[config.mk]
export PLATFORM = sky130hd
export DESIGN_NAME = pulse_stretch
export DESIGN_NICKNAME = d
export VERILOG_FILES = /design/src/rtl/pulse_stretch.sv
export SDC_FILE = /design/constraint.sdc
export NUM_CORES = 1
export LEC_CHECK = 0
export ABC_CLOCK_PERIOD_IN_PS = 3600
export BUFFER_PORTS_ARGS = -buffer_cell sky130_fd_sc_hd__buf_2
export CAP_MARGIN = 20
export CORE_ASPECT_RATIO = 0.7
export CORE_MARGIN = 2
export CORE_UTILIZATION = 40
export CTS_CLUSTER_DIAMETER = 150
export DETAILED_ROUTE_END_ITERATION = 16
export PLACE_DENSITY = 0.7
export REMOVE_ABC_BUFFERS = 1
export SETUP_SLACK_MARGIN = 0.02
export SKIP_CTS_REPAIR_TIMING = 1
export SYNTH_ARGS = -nofsm -noshare
export SYNTH_HDL_FRONTEND = slang
export SYNTH_SLANG_ARGS = --single-unit
[constraint.sdc]
create_clock -name clk_i -period 3.6 [get_ports clk_i]
set_input_delay 0.72 -clock clk_i [delete_from_list [all_inputs] [get_ports clk_i]]
set_output_delay 0.72 -clock clk_i [all_outputs]
set_load 0.03 [all_outputs]
[src/rtl/pulse_stretch.sv]
// Pulse-to-level stretcher: each accepted event holds out_o high for a programmable window.
// Events seen while a window is active either restart it or are queued for replay.
module pulse_stretch #(
    parameter int unsigned LEN_W  = 8,
    parameter int unsigned PEND_W = 4,
    parameter int unsigned GAP    = 1
) (
    input  logic              clk_i,
    input  logic              rst_ni,
    input  logic              in_i,
    input  logic [LEN_W-1:0]  len_i,
    input  logic              retrig_i,
    input  logic              clr_ovf_i,
    output logic              out_o,
    output logic              busy_o,
    output logic [PEND_W-1:0] pending_o,
    output logic              overflow_o
);

    localparam logic [1:0] StIdle = 2'd0;
    localparam logic [1:0] StHold = 2'd1;
    localparam logic [1:0] StGap  = 2'd2;

    localparam logic [PEND_W-1:0] PendMax = '1;
    localparam logic [7:0]        GapLoad = (GAP == 0) ? 8'd0 : 8'(GAP - 1);

    logic [1:0]        state_q, state_d;
    logic [LEN_W-1:0]  cnt_q, cnt_d;
    logic [7:0]        gap_q, gap_d;
    logic [PEND_W-1:0] pend_q, pend_d;
    logic              ovf_q, ovf_d;

    logic [LEN_W-1:0]  len_m1;
    logic              inc, dec, ovf_set;

    // A zero length behaves as a one-cycle window.
    assign len_m1 = (len_i == '0) ? '0 : len_i - LEN_W'(1);

    always_comb begin
        state_d = state_q;
        cnt_d   = cnt_q;
        gap_d   = gap_q;
        inc     = 1'b0;
        dec     = 1'b0;
        case (state_q)
            StIdle: begin
                if (in_i) begin
                    state_d = StHold;
                    cnt_d   = len_m1;
                end
            end
            StHold: begin
                inc = in_i & ~retrig_i;
                if (cnt_q != '0) begin
                    cnt_d = (in_i && retrig_i) ? len_m1 : cnt_q - LEN_W'(1);
                end else if (in_i && retrig_i) begin
                    cnt_d = len_m1;
                end else if (pend_q != '0 || inc) begin
                    // Queued work on the last cycle: merge windows or insert the low gap.
                    if (GAP == 0) begin
                        dec   = 1'b1;
                        cnt_d = len_m1;
                    end else begin
                        state_d = StGap;
                        gap_d   = GapLoad;
                    end
                end else begin
                    state_d = StIdle;
                end
            end
            StGap: begin
                inc = in_i;
                if (gap_q != '0) begin
                    gap_d = gap_q - 8'd1;
                end else begin
                    dec     = 1'b1;
                    cnt_d   = len_m1;
                    state_d = StHold;
                end
            end
            default: state_d = StIdle;
        endcase
    end

    always_comb begin
        pend_d  = pend_q;
        ovf_set = 1'b0;
        if (inc && !dec) begin
            if (pend_q == PendMax) begin
                ovf_set = 1'b1;
            end else begin
                pend_d = pend_q + PEND_W'(1);
            end
        end else if (dec && !inc) begin
            pend_d = pend_q - PEND_W'(1);
        end
        // A new overflow takes precedence over a simultaneous clear.
        ovf_d = ovf_set | (ovf_q & ~clr_ovf_i);
    end

    always_ff @(posedge clk_i or negedge rst_ni) begin
        if (!rst_ni) begin
            state_q <= StIdle;
            cnt_q   <= '0;
            gap_q   <= '0;
            pend_q  <= '0;
            ovf_q   <= 1'b0;
        end else begin
            state_q <= state_d;
            cnt_q   <= cnt_d;
            gap_q   <= gap_d;
            pend_q  <= pend_d;
            ovf_q   <= ovf_d;
        end
    end

    assign out_o      = (state_q == StHold);
    assign busy_o     = (state_q != StIdle);
    assign pending_o  = pend_q;
    assign overflow_o = ovf_q;

endmodule

# --- Word level (Yosys, flattened, before mapping) ---
# Index checks and enable logic that the tools add are counted.
classes:
  n_addsub: 5
  multipliers: 0
  n_div: 0
  n_lt_le_gt_ge: 0
  eq_ne: 11
  shift: 0
  n_mux: 26
  n_bitwise: 5
  reduce_logical: 19
op_table:
  columns: ["op", "count"]
  rows:
  - ["$mux W8", 10]
  - ["$pmux W8 S3", 1]
  - ["$sub A8 B1 Y8 const B", 3]
  - ["$pmux W8 S2", 1]
  - ["$reduce_bool A8 Y1", 2]
  - ["$mux W4", 3]
  - ["$ne A2 B2 Y1 const B", 6]
  - ["$mux W2", 5]
  - ["$logic_not A8 Y1", 1]
  - ["$reduce_and A4 Y1", 2]
  - ["$pmux W2 S3", 1]
  - ["$reduce_bool A2 Y1", 3]
  - ["$reduce_and A5 Y1", 1]
  - ["$add A4 B1 Y4 const B", 1]
  - ["$eq A4 B4 Y1 const B", 1]
  - ["$mux W1", 4]
  - ["$reduce_bool A4 Y1", 1]
  - ["$sub A4 B1 Y4 const B", 1]
  - ["$logic_and A1 B1 Y1", 3]
  - ["$ne A3 B1 Y1 const B", 1]
  - ["$reduce_bool A3 Y1", 1]
  - ["$and A1 B1 Y1", 2]
  - ["$eq A2 B1 Y1 const B", 1]
  - ["$eq A2 B2 Y1 const B", 1]
  - ["other kinds (8)", 10]
totals:
  regBits: 23
  latch_bits: 0
  ramBits: 0
  romBits: 0
  in_bits: 13
  output_inout_bits: 7
  memories: 0

# --- Longest topological paths before layout ---
# Gate-level depths: netlist (run 1).
depth:
  depth_word: 7
  depth_mapped: 12
  mapped_depth_nobuf: 12

# --- Worst setup path before layout (run 1) ---
# OpenSTA, ideal clock, no wires.
synth_timing:
  path_type: "register to register"
  from: "register gap_q[0]"
  to: "register pend_q[3] (netlist: pending_o[3])"
  arrival_time_ns: 2.438
  required_time_ns: 3.523
  slack_ns: 1.084
  stages_incl_launch_ff: 12
  path_buffers: 0
  period_less_slack_ns: 2.516
  path_cell_list: "dfrtp_1 inv_1 ha_1 nor3b_1 a21boi_1 o21ba_2 inv_1 ha_1 a21o_1 a21o_1 a31o_2 a21oi_1"
synth_via:
  elab_chain_cells: 7
  elab_cells_between_ends: 10
  classes_between: "eq/ne: 1; mux: 3; reduce/logical: 6"
synth_rtl:
  columns: ["element", "line_no", "rtl"]
  rows:
  - ["start, declared", "29", "logic [7:0] gap_q, gap_d;"]
  - ["start signal, assigned", "111", "gap_q <= gap_d;"]
  - ["$reduce_bool A8 Y1 (*)", "73", "if (gap_q != '0) begin"]
  - ["$mux W1 (*)", "73", null]
  - ["$mux W1 (*)", "45", "case (state_q)"]
  - ["$logic_not A1 Y1", "88", "if (inc && !dec) begin"]
  - ["$logic_and A1 B1 Y1", "88", null]
  - ["$ne A2 B2 Y1 (no line) or $reduce_bool A2 Y1 (tied branches)", null, null]
  - ["$reduce_and A2 Y1 (no line)", null, null]
  - ["end signal, assigned", "112", "pend_q <= pend_d;"]
  - ["end, declared", "30", "logic [PEND_W-1:0] pend_q, pend_d;"]
# Mark *: on every way between the ends. The rest lies on a longest branch, timed or not.
# A chain may end at the register's enable or synchronous reset.

# --- Worst setup path after layout (run 1) ---
layout_timing:
  from: "register state_q[0]"
  to: "register pend_q[3] (netlist: pending_o[3])"
layout_via:
  elab_chain_cells: 6
  elab_cells_between_ends: 12
  classes_between: "eq/ne: 3; mux: 3; reduce/logical: 6"
layout_rtl:
  columns: ["element", "line_no", "rtl"]
  rows:
  - ["start, declared", "27", "logic [1:0] state_q, state_d;"]
  - ["start signal, assigned", "103", "state_q <= StIdle;"]
  - ["start signal, assigned", "109", "state_q <= state_d;"]
  - ["$eq A2 B2 Y1 or $eq A2 B1 Y1 (tied branches)", "45", null]
  - ["$pmux W1 S2 or $mux W1 (tied branches)", "45", null]
  - ["$logic_not A1 Y1, on equally long branches", "94, 88", null]
  - ["$logic_and A1 B1 Y1, on equally long branches", "94, 88", null]
  - ["$reduce_bool A2 Y1 (no line) or $ne A2 B2 Y1 (tied branches)", null, null]
  - ["$reduce_and A2 Y1 (no line)", null, null]
# Several ways; a longest one is shown, not always the timed one.

==> results of run 1 <==
==> how the worst min path moves through the flow <==
stage | startpoint | end | depth (start not counted)
after floorplan | rst_ni | cnt_q[0]$_DFFE_PN0P_ | 0
after global placement | cnt_q[6]$_DFFE_PN0P_ | cnt_q[6]$_DFFE_PN0P_ | 1
after detailed placement | cnt_q[6]$_DFFE_PN0P_ | cnt_q[6]$_DFFE_PN0P_ | 1
after CTS | rst_ni | gap_q[1]$_DFFE_PN0P_ | 1
after global routing | rst_ni | pending_o[1]$_DFFE_PN0P_ | 1
final | rst_ni | pending_o[3]$_DFFE_PN0P_ | 1
==> synthesized netlist by cell type (4+ instances only) <==
library cell and number:
sky130_fd_sc_hd__nor2_1 11, sky130_fd_sc_hd__dfrtp_1 23, sky130_fd_sc_hd__xnor2_1 4, sky130_fd_sc_hd__ha_1 13, sky130_fd_sc_hd__inv_1 17, sky130_fd_sc_hd__nor3_1 7
sky130_fd_sc_hd__nand2_1 13, sky130_fd_sc_hd__o22ai_1 5, sky130_fd_sc_hd__o21ai_0 17, sky130_fd_sc_hd__a21boi_0 4, sky130_fd_sc_hd__a22o_1 5
==> metal layers <==
layer | wire length, um | vias up
met3 | 141 | 2
met5 | 0 | -
met1 | 1910 | 662
met2 | 1480 | 31
li1 | - | 713
met4 | 24 | 0
==> flip-flops by register name, summed over array words and instances, names as in the netlist <==
| signal | flops |
|---|---|
| state_q | 2 |
| overflow_o | 1 |
| cnt_q | 8 |
| gap_q | 8 |
| pending_o | 4 |
==> report_power, final <==
part | internal [W] | switching, W | total (W)
registers | 0.000365 | 0.000135 | 0.000499
clock network | 0.0000790 | 0.0000830 | 0.000162
logic | 0.000426 | 0.000588 | 0.00101
==> per-stage QoR <==
step	setup slack, ns	util	area (um2)
floorplan	1.03	-	1740
global placement	0.845	0.446	1910
CTS	0.703	0.457	1950
global route	0.411	0.457	1950
detailed placement	0.750	0.446	1910
finish	0.719	0.457	1950
==> logic make-up (layout without fill, tap and decap cells) <==
| kind of cell | count (synthesis) | count (layout) | share of synthesized area |
|---|---|---|---|
| simple gates | 55 | 55 | 0.185 |
| flops | 23 | 23 | 0.328 |
| xor+xnor | 7 | 7 | 0.0349 |
| mux | 5 | 5 | 0.0299 |
| buf+inv | 20 | 41 | 0.0463 |
| compound gates | 58 | 58 | 0.272 |
| fa+ha+maj | 14 | 14 | 0.104 |
==> cell type report <==
class                   count  area, um2
well taps                  55       68.8
multi-input cells         139       1100
flip-flops and latches     23        576
inverters                  17       63.8
fillers                   390       2320
clock buffers               4       45.0
repair buffers             20        103
==> PnR_summary.wiki, run 1 <==
{| class="wikitable"
! Metric !! Value
|-
| Met2 global-route usage || 0.229
|-
| Largest delay contributor family on the critical path || compound AO/OA/AOI/OAI gates
|-
| Setup crit start || state_q[0]$_DFFE_PN0P_
|-
| Worst-case hold slack || 0.425 ns
|-
| Sequential fraction of the synthesis area || 0.328
|-
| Worst min-delay path class || input port to asynchronous set/reset pin
|-
| CTS tree || yes
|-
| Die Footprint || 4940 um2
|-
| H-tree level count || 1
|-
| Primary FF master, synth || sky130_fd_sc_hd__dfrtp_1
|-
| Worst r2r dst || pending_o[3]$_DFFE_PN0P_
|-
| Via count normalized by instance count || 5.46
|-
| Final Routed Wirelength || 3.56 mm
|-
| Worst path arrival time || 3.03 ns
|-
| Final #Nets || 231
|-
| Commonest cells after routing, fill and taps aside || 23 x sky130_fd_sc_hd__dfrtp_1, 19 x sky130_fd_sc_hd__buf_2, 17 x sky130_fd_sc_hd__inv_1, 17 x sky130_fd_sc_hd__o21ai_0
|-
| Synth Area per Inst || 9.65 um2
|-
| Met1 Track Usage GR || 0.229
|-
| First-pass GRT wire length || 6.13 mm
|-
| Ordered list of cells on the worst path || inv_1 -> ha_1 -> a21boi_1 -> o21ba_2 -> inv_1 -> ha_1 -> a21o_1 -> a21o_1 -> nor2_1 -> a31o_2 -> a21oi_1
|-
| Power per cell area || 857 nW/um2
|-
| Most common cell after layout, fill and taps aside || sky130_fd_sc_hd__dfrtp_1
|-
| Worst endpoint required time || 3.75 ns
|-
| Number of global-route vias before repair || 1307
|-
| DRC violations left || 0
|-
| Number of antenna violations at the first check in global routing || 0
|-
| Worst ir drop on vdd || 0.442 mV
|-
| Met3 usage in global routing || 0.0362
|-
| Depth of the worst register-to-register path || 11
|-
| Width of the die || 83.2 um
|-
| Synth async-reset ratio || 1.00
|-
| Final-layout setup total negative slack || 0 ns
|-
| Maximum root-to-sink buffer count || 2
|-
| Setup repair after global routing missed its margin || no
|-
| Kind of end point of the critical path || register
|-
| Root buffer cell || sky130_fd_sc_hd__clkbuf_8
|-
| Setup crit end || pending_o[3]$_DFFE_PN0P_
|-
| Count of pins on the block boundary || 20
|-
| Startpoint of the worst-slack reg-to-reg timing path || state_q[0]$_DFFE_PN0P_
|-
| Sum of buffers and inverters on the critical path || 2
|-
| Remaining antenna violation count after routing || 0
|-
| Number of flops mapped to enable cells by yosys || 0
|-
| Type of the worst setup path || register to register
|-
| Total global-route track usage || 0.154
|-
| Outcome || completed
|-
| FP Rows || 20
|-
| Height of the die || 59.4 um
|-
| Port bufs || 19
|-
| Number of iterations in the first detailed-routing pass || 4
|-
| Share of layout cells above drive strength 1 || 0.212
|-
| Total congestion overflow after global routing || 0
|-
| Post-placement cell count || 254
|-
| Logic depth of the worst setup path including buffers || 11
|-
| Yosys warns || 0
|-
| Area of the mapped netlist || 1760 um2
|-
| Core footprint || 4280 um2
|-
| Final worst path period need || 2.88 ns
|-
| Leakage dissipation || 0.884 nW
|-
| HPWL after DPL || 2.67 mm
|-
| Number of max-capacitance violations reported || 0
|-
| Register-to-Register Setup Slack || 0.72 ns
|-
| Effective utilization at floorplan || 0.410
|-
| Slowest cell on the critical path || sky130_fd_sc_hd__ha_1
|-
| Clock transition time at the flip-flop clock pins of the worst setup and hold paths || 0.08 ns
|-
| Clock tree skew after final layout || 0.00277 ns
|-
| Number of cells in the finished layout apart from fillers || 258
|-
| Wire length per cell || 13.8 um
|-
| Layout area overhead || 11.3%
|-
| Slew at the pin with the worst max-slew slack || 0.779 ns
|-
| Most used routing layer || met2
|-
| PnR Total Power || 0.00168 W
|-
| Iteration-0 DRC count of the detailed router || 106
|-
| Total clock sinks || 23
|-
| Seq cells post-synth || 23
|-
| Later-pin clock latency in the skew report || 0.26 ns
|-
| Final worst-path cycle share || 0.800
|-
| Final GP Congestion || 0.911
|-
| Fmax achieved || 347 MHz
|-
| Number of failing hold endpoints at the final stage || 0
|-
| Number of buffers created by CTS || 3
|-
| Syn Inst Count || 182
|-
| Relative slew margins || 0.480
|-
| Fraction of synthesized cell area taken by the top area cell type || 0.328
|-
| Final slew viol count || 0
|-
| Top area cells in the synthesized netlist || sky130_fd_sc_hd__dfrtp_1 33%, sky130_fd_sc_hd__ha_1 9.3%, sky130_fd_sc_hd__o21ai_0 4.8%
|-
| Max Fanout on Critical Path || 13
|-
| Yosys cell types || 50
|-
| N_diodes || 0
|-
| Final setup vio count || 0
|-
| Largest stage delay on the critical path || 0.44 ns
|-
| Largest net degree at the start of global routing || 24
|-
| Sort of element at the start of the critical path || register
|-
| Total vias in the final route || 1408
|-
| Post-synth top area cell || sky130_fd_sc_hd__dfrtp_1
|}
(Power assumes the default switching activity.)
==> run 2: changes to the inputs <==
--- a/config.mk
+++ b/config.mk
@@ -5,7 +5,7 @@
 export SDC_FILE = /design/constraint.sdc
 export NUM_CORES = 1
 export LEC_CHECK = 0
-export ABC_CLOCK_PERIOD_IN_PS = 3600
+export ABC_CLOCK_PERIOD_IN_PS = 2360
 export BUFFER_PORTS_ARGS = -buffer_cell sky130_fd_sc_hd__buf_2
 export CAP_MARGIN = 20
 export CORE_ASPECT_RATIO = 0.7
@@ -13,7 +13,7 @@
 export CORE_UTILIZATION = 40
 export CTS_CLUSTER_DIAMETER = 150
 export DETAILED_ROUTE_END_ITERATION = 16
-export PLACE_DENSITY = 0.7
+export PLACE_DENSITY = 0.72
 export REMOVE_ABC_BUFFERS = 1
 export SETUP_SLACK_MARGIN = 0.02
 export SKIP_CTS_REPAIR_TIMING = 1
==> constraint.sdc (replaced) <==
create_clock -name clk_i -period 2.36 [get_ports clk_i]
set_input_delay 0.472 -clock clk_i [delete_from_list [all_inputs] [get_ports clk_i]]
set_output_delay 0.472 -clock clk_i [all_outputs]
set_load 0.03 [all_outputs]
==> run 2 against run 1 <==
Net effect: sequential share of layout area decreased by 2.2 points; first-iteration DRC count is 20% lower; via count rose by 4.5%; die area unchanged; flip-flop and latch count is the same; register-to-register slack got worse by 0.62 ns; fmax is 27% higher; cell count rose by 5.4%; critical endpoint unchanged.
==> PnR_summary.wiki, run 2 (synthesized netlist as in run 1, its figures left out) <==
{| class="wikitable"
! Metric !! Value
|-
| Total global-route track usage || 0.156
|-
| Smallest setup slack after layout || 0.0975 ns
|-
| Setup crit end || pending_o[3]$_DFFE_PN0P_
|-
| Final Routed Wirelength || 3.85 mm
|-
| Depth of the worst register-to-register path || 10
|-
| Slew at the pin with the worst max-slew slack || 0.537 ns
|-
| FP Rows || 20
|-
| Final worst path period need || 2.26 ns
|-
| Sort of element at the start of the critical path || register
|-
| Largest net degree at the start of global routing || 24
|-
| Die Footprint || 4940 um2
|-
| Final worst-path cycle share || 0.959
|-
| Clock tree skew after final layout || 0.00225 ns
|-
| Port bufs || 19
|-
| Count of pins on the block boundary || 20
|-
| Number of failing hold endpoints at the final stage || 0
|-
| Outcome || completed
|-
| Number of max-capacitance violations reported || 0
|-
| Worst endpoint required time || 2.56 ns
|-
| Share of layout cells above drive strength 1 || 0.332
|-
| Effective utilization at floorplan || 0.410
|-
| Post-placement cell count || 266
|-
| CTS tree || yes
|-
| Maximum root-to-sink buffer count || 2
|-
| First-pass GRT wire length || 6.07 mm
|-
| Placed cell area || 2000 um2
|-
| Iteration-0 DRC count of the detailed router || 85
|-
| N_diodes || 0
|-
| Setup crit start || state_q[0]$_DFFE_PN0P_
|-
| Root buffer cell || sky130_fd_sc_hd__clkbuf_8
|-
| Remaining antenna violation count after routing || 0
|-
| Width of the die || 83.2 um
|-
| Commonest cells after routing, fill and taps aside || 21 x sky130_fd_sc_hd__dfrtp_1, 19 x sky130_fd_sc_hd__buf_2, 17 x sky130_fd_sc_hd__o21ai_0, 15 x sky130_fd_sc_hd__buf_4, 13 x sky130_fd_sc_hd__nand2_1
|-
| Later-pin clock latency in the skew report || 0.27 ns
|-
| Worst ir drop on vdd || 0.733 mV
|-
| Total vias in the final route || 1472
|-
| Total clock sinks || 23
|-
| Clock transition time at the flip-flop clock pins of the worst setup and hold paths || 0.08 ns
|-
| Max Fanout on Critical Path || 4
|-
| Total congestion overflow after global routing || 0
|-
| Relative slew margins || 0.642
|-
| Worst path arrival time || 2.46 ns
|-
| Final-layout setup total negative slack || 0 ns
|-
| Final GP Congestion || 0.849
|-
| Power per cell area || 1340 nW/um2
|-
| Startpoint of the worst-slack reg-to-reg timing path || state_q[0]$_DFFE_PN0P_
|-
| Final setup vio count || 0
|-
| Number of cells in the finished layout apart from fillers || 272
|-
| Final slew viol count || 0
|-
| Number of buffers created by CTS || 3
|-
| Layout Utilization || 0.496
|-
| Fmax achieved || 442 MHz
|-
| Most common cell after layout, fill and taps aside || sky130_fd_sc_hd__dfrtp_1
|-
| Layout area overhead || 21.0%
|-
| Height of the die || 59.4 um
|-
| Worst min-delay path class || input port to asynchronous set/reset pin
|-
| Type of the worst setup path || register to register
|-
| Post-Place Setup Slack || 0.0375 ns
|-
| Fill cell instance count of the final layout || 381
|-
| Post-route cell area || 2120 um2
|-
| Number of antenna violations at the first check in global routing || 0
|-
| Worst r2r dst || pending_o[3]$_DFFE_PN0P_
|-
| Via count normalized by instance count || 5.41
|-
| Kind of end point of the critical path || register
|-
| Core footprint || 4280 um2
|-
| H-tree level count || 1
|-
| Number of iterations in the first detailed-routing pass || 6
|-
| Number of global-route vias before repair || 1251
|-
| DRC violations left || 0
|-
| Leakage dissipation || 0.960 nW
|-
| HPWL after DPL || 2.81 mm
|-
| Wire length per cell || 14.2 um
|-
| Register-to-Register Setup Slack || 0.1 ns
|-
| Final #Nets || 245
|}
==> run 2: stage by stage <==
stage	total power [W]	hold slack, ns
floorplan	0.00194	0.176
global placement	0.00243	0.492
detailed placement	0.00245	0.491
CTS	0.00271	0.196
global route	0.00307	0.213
finish	0.00284	0.176
==> run 2: metal layers <==
| metal | vias to the layer above | share of wire | track usage | routed length (um) |
|---|---|---|---|---|
| met5 | - | 0 | 0 | 0 |
| met4 | 0 | 0.010 | 0.0492 | 40 |
| met3 | 5 | 0.043 | 0.0348 | 165 |
| met2 | 29 | 0.39 | 0.198 | 1510 |
| met1 | 692 | 0.56 | 0.252 | 2140 |
| li1 | 746 | - | - | - |
==> run 2: final cells by class <==
class,instances,area [um2],area share
clock buffer,4,45.0,0.0212
multi-input combinational,139,1160,0.546
tap,55,68.8,0.0324
inverter,17,63.8,0.0301
sequential,23,578,0.272
timing repair buffer,34,208,0.0978
==> run 2: critical path: stages (launching register included) <==
cell and delay (ns):
sky130_fd_sc_hd__dfrtp_2 0.46, sky130_fd_sc_hd__inv_2 0.10, sky130_fd_sc_hd__ha_2 0.21, sky130_fd_sc_hd__a21boi_2 0.21, sky130_fd_sc_hd__o21ba_4 0.17, sky130_fd_sc_hd__inv_2 0.04
sky130_fd_sc_hd__ha_1 0.26, sky130_fd_sc_hd__a21o_1 0.15, sky130_fd_sc_hd__a21o_1 0.21, sky130_fd_sc_hd__a31o_2 0.25, sky130_fd_sc_hd__a21oi_1 0.13
==> run 2: how the worst min path moves through the flow <==
stage / startpoint / slack, ns / to / cells after the start
after global placement: rst_ni / 0.49 / gap_q[5]$_DFFE_PN0P_ / 1
final: rst_ni / 0.18 / gap_q[2]$_DFFE_PN0P_ / 1
after CTS: rst_ni / 0.20 / gap_q[7]$_DFFE_PN0P_ / 1
after global routing: rst_ni / 0.21 / gap_q[2]$_DFFE_PN0P_ / 1
after floorplan: rst_ni / 0.18 / cnt_q[0]$_DFFE_PN0P_ / 0
after detailed placement: rst_ni / 0.49 / gap_q[1]$_DFFE_PN0P_ / 1
==> run 2: power by group <==
group	total [W]	switching, W	internal, W	leakage [nW]
Clock	0.000246	0.000125	0.000121	0.0228
Combinational	0.00181	0.000980	0.000832	0.650
Sequential	0.000778	0.000218	0.000560	0.288
==> run 3: changes to the inputs <==
--- a/config.mk
+++ b/config.mk
@@ -10,10 +10,10 @@
 export CAP_MARGIN = 20
 export CORE_ASPECT_RATIO = 0.7
 export CORE_MARGIN = 2
-export CORE_UTILIZATION = 40
+export CORE_UTILIZATION = 46
 export CTS_CLUSTER_DIAMETER = 150
 export DETAILED_ROUTE_END_ITERATION = 16
-export PLACE_DENSITY = 0.72
+export PLACE_DENSITY = 0.8
 export REMOVE_ABC_BUFFERS = 1
 export SETUP_SLACK_MARGIN = 0.02
 export SKIP_CTS_REPAIR_TIMING = 1
==> run 3 against run 2 <==
Net effect: setup slack worse by 0.0098 ns; critical endpoint unchanged; flip-flop and latch count did not move; count of clock-buffer cells in the layout unchanged; total power is 1.2% lower.
==> PnR_summary.wiki, run 3 (synthesized netlist as in run 1, its figures left out) <==
{| class="wikitable"
! Metric !! Value
|-
| Smallest setup slack after layout || 0.0878 ns
|-
| Maximum root-to-sink buffer count || 2
|-
| Setup crit start || gap_q[1]$_DFFE_PN0P_
|-
| Total clock sinks || 23
|-
| Core footprint || 3580 um2
|-
| Number of max-capacitance violations reported || 0
|-
| Startpoint of the worst-slack reg-to-reg timing path || gap_q[1]$_DFFE_PN0P_
|-
| First-pass GRT wire length || 6.42 mm
|-
| Total vias in the final route || 1472
|-
| Ordered list of cells on the worst path || inv_2 -> ha_2 -> nor3b_4 -> a21boi_2 -> o21ba_4 -> inv_2 -> ha_1 -> a21o_1 -> a21o_1 -> a31o_2 -> a21oi_2
|-
| Width of the die || 77.8 um
|-
| Die Footprint || 4330 um2
|-
| Total global-route track usage || 0.180
|-
| Register-to-Register Setup Slack || 0.09 ns
|-
| Number of failing hold endpoints at the final stage || 0
|-
| Area used by multi-input combinational logic || 1150 um2
|-
| Total congestion overflow after global routing || 0
|-
| Type of the worst setup path || register to register
|-
| DRC violations left || 0
|-
| Sort of element at the start of the critical path || register
|-
| Worst-case hold slack || 0.182 ns
|-
| Worst endpoint required time || 2.56 ns
|-
| Largest stage delay on the critical path || 0.39 ns
|-
| H-tree level count || 1
|-
| Number of antenna violations at the first check in global routing || 0
|-
| Clock transition time at the flip-flop clock pins of the worst setup and hold paths || 0.08 ns
|-
| Final worst-path cycle share || 0.963
|-
| Largest delay contributor family on the critical path || compound AO/OA/AOI/OAI gates
|-
| Fmax achieved || 440 MHz
|-
| Later-pin clock latency in the skew report || 0.26 ns
|-
| Depth of the worst register-to-register path || 11
|-
| Sequential cell area || 579 um2
|-
| Worst path arrival time || 2.47 ns
|-
| Iteration-0 DRC count of the detailed router || 121
|-
| Port bufs || 19
|-
| Relative slew margins || 0.649
|-
| Final GP Congestion || 0.789
|-
| FP Rows || 18
|-
| Worst r2r dst || pending_o[3]$_DFFE_PN0P_
|-
| Final #Nets || 243
|-
| Final worst path period need || 2.27 ns
|-
| Commonest cells after routing, fill and taps aside || 20 x sky130_fd_sc_hd__dfrtp_1, 19 x sky130_fd_sc_hd__buf_2, 17 x sky130_fd_sc_hd__o21ai_0
|-
| Fill cell instance count of the final layout || 301
|-
| Wire length per cell || 13.9 um
|-
| Final slew viol count || 0
|-
| Slew at the pin with the worst max-slew slack || 0.522 ns
|-
| Final setup vio count || 0
|-
| Effective utilization at floorplan || 0.490
|-
| Outcome || completed
|-
| Layout Utilization || 0.586
|-
| Number of iterations in the first detailed-routing pass || 4
|-
| Number of global-route vias before repair || 1374
|-
| Setup repair after global routing missed its margin || yes
|-
| Height of the die || 55.7 um
|-
| Post-Place Setup Slack || -0.000384 ns
|-
| Max Fanout on Critical Path || 3
|-
| Power per cell area || 1340 nW/um2
|-
| Clock tree skew after final layout || 0.00313 ns
|-
| N_diodes || 0
|-
| Largest net degree at the start of global routing || 24
|-
| HPWL after DPL || 2.78 mm
|-
| Root buffer cell || sky130_fd_sc_hd__clkbuf_8
|-
| Most common cell after layout, fill and taps aside || sky130_fd_sc_hd__dfrtp_1
|-
| Via count normalized by instance count || 5.55
|-
| Leakage dissipation || 0.947 nW
|-
| Worst min-delay path class || input port to asynchronous set/reset pin
|-
| Layout area overhead || 19.6%
|-
| Slowest cell on the critical path || sky130_fd_sc_hd__dfrtp_1
|-
| Worst ir drop on vdd || 0.810 mV
|-
| Final Routed Wirelength || 3.70 mm
|-
| Share of layout cells above drive strength 1 || 0.330
|-
| Sum of buffers and inverters on the critical path || 2
|-
| Count of pins on the block boundary || 20
|-
| Remaining antenna violation count after routing || 0
|-
| CTS tree || yes
|-
| Number of buffers created by CTS || 3
|-
| Kind of end point of the critical path || register
|}
==> run 3: cell count changes in the layout (fill, tap and decap cells not counted), sizes merged <==
cell  before  now
buf       34   32
==> run 3: final cells by class <==
cell class              instances  area share
clock buffers                   4      0.0215
inverters                      17      0.0316
multi-input cells             139       0.549
flip-flops and latches         23       0.276
well taps                      50      0.0298
repair buffers                 32      0.0918
==> run 3: metal layers <==
metal | GRT usage | part of all wire | routed length, um | vias up
met2 | 0.264 | 0.44 | 1630 | 32
li1 | - | - | - | 736
met1 | 0.279 | 0.52 | 1900 | 702
met5 | 0 | 0 | 0 | -
met3 | 0.0422 | 0.041 | 153 | 2
met4 | 0.0153 | 0.0035 | 13 | 0
==> run 3: worst reg2reg max path, delay by kind of cell (launching register included) <==
family | cells | cell delay [ns]
AOI/OAI and AO/OA | 6 | 1.04
adders and majority gates | 2 | 0.41
buffers and inverters | 2 | 0.14
DFF | 1 | 0.39
and+or+nand+nor | 1 | 0.23
==> run 3: how the worst max path moves through the flow <==
stage                                     endpoint  cells past startpoint
after floorplan           pending_o[3]$_DFFE_PN0P_                     10
after detailed placement  pending_o[3]$_DFFE_PN0P_                     12
final                     pending_o[3]$_DFFE_PN0P_                     11
after global placement    pending_o[3]$_DFFE_PN0P_                     11
after CTS                 pending_o[3]$_DFFE_PN0P_                     11
after global routing      pending_o[3]$_DFFE_PN0P_                     12
==> run 3: report_power, final <==
group / internal, W / total [W] / switching, W
Sequential: 0.000562 / 0.000783 / 0.000221
Clock: 0.000120 / 0.000238 / 0.000118
Combinational: 0.000811 / 0.00178 / 0.000971
==> run 3: metrics by stage <==
step           total power [W]  area, um2    TNS, ns  instances
6_report               0.00280       2100          0        265
3_5_place_dp           0.00243       1990  -0.000384        260
3_3_place_gp           0.00238       1990          0        260
4_1_cts                0.00268       2030    -0.0283        264
2_1_floorplan          0.00194       1740     -0.213        179
5_1_grt                0.00307       2100    -0.0648        265
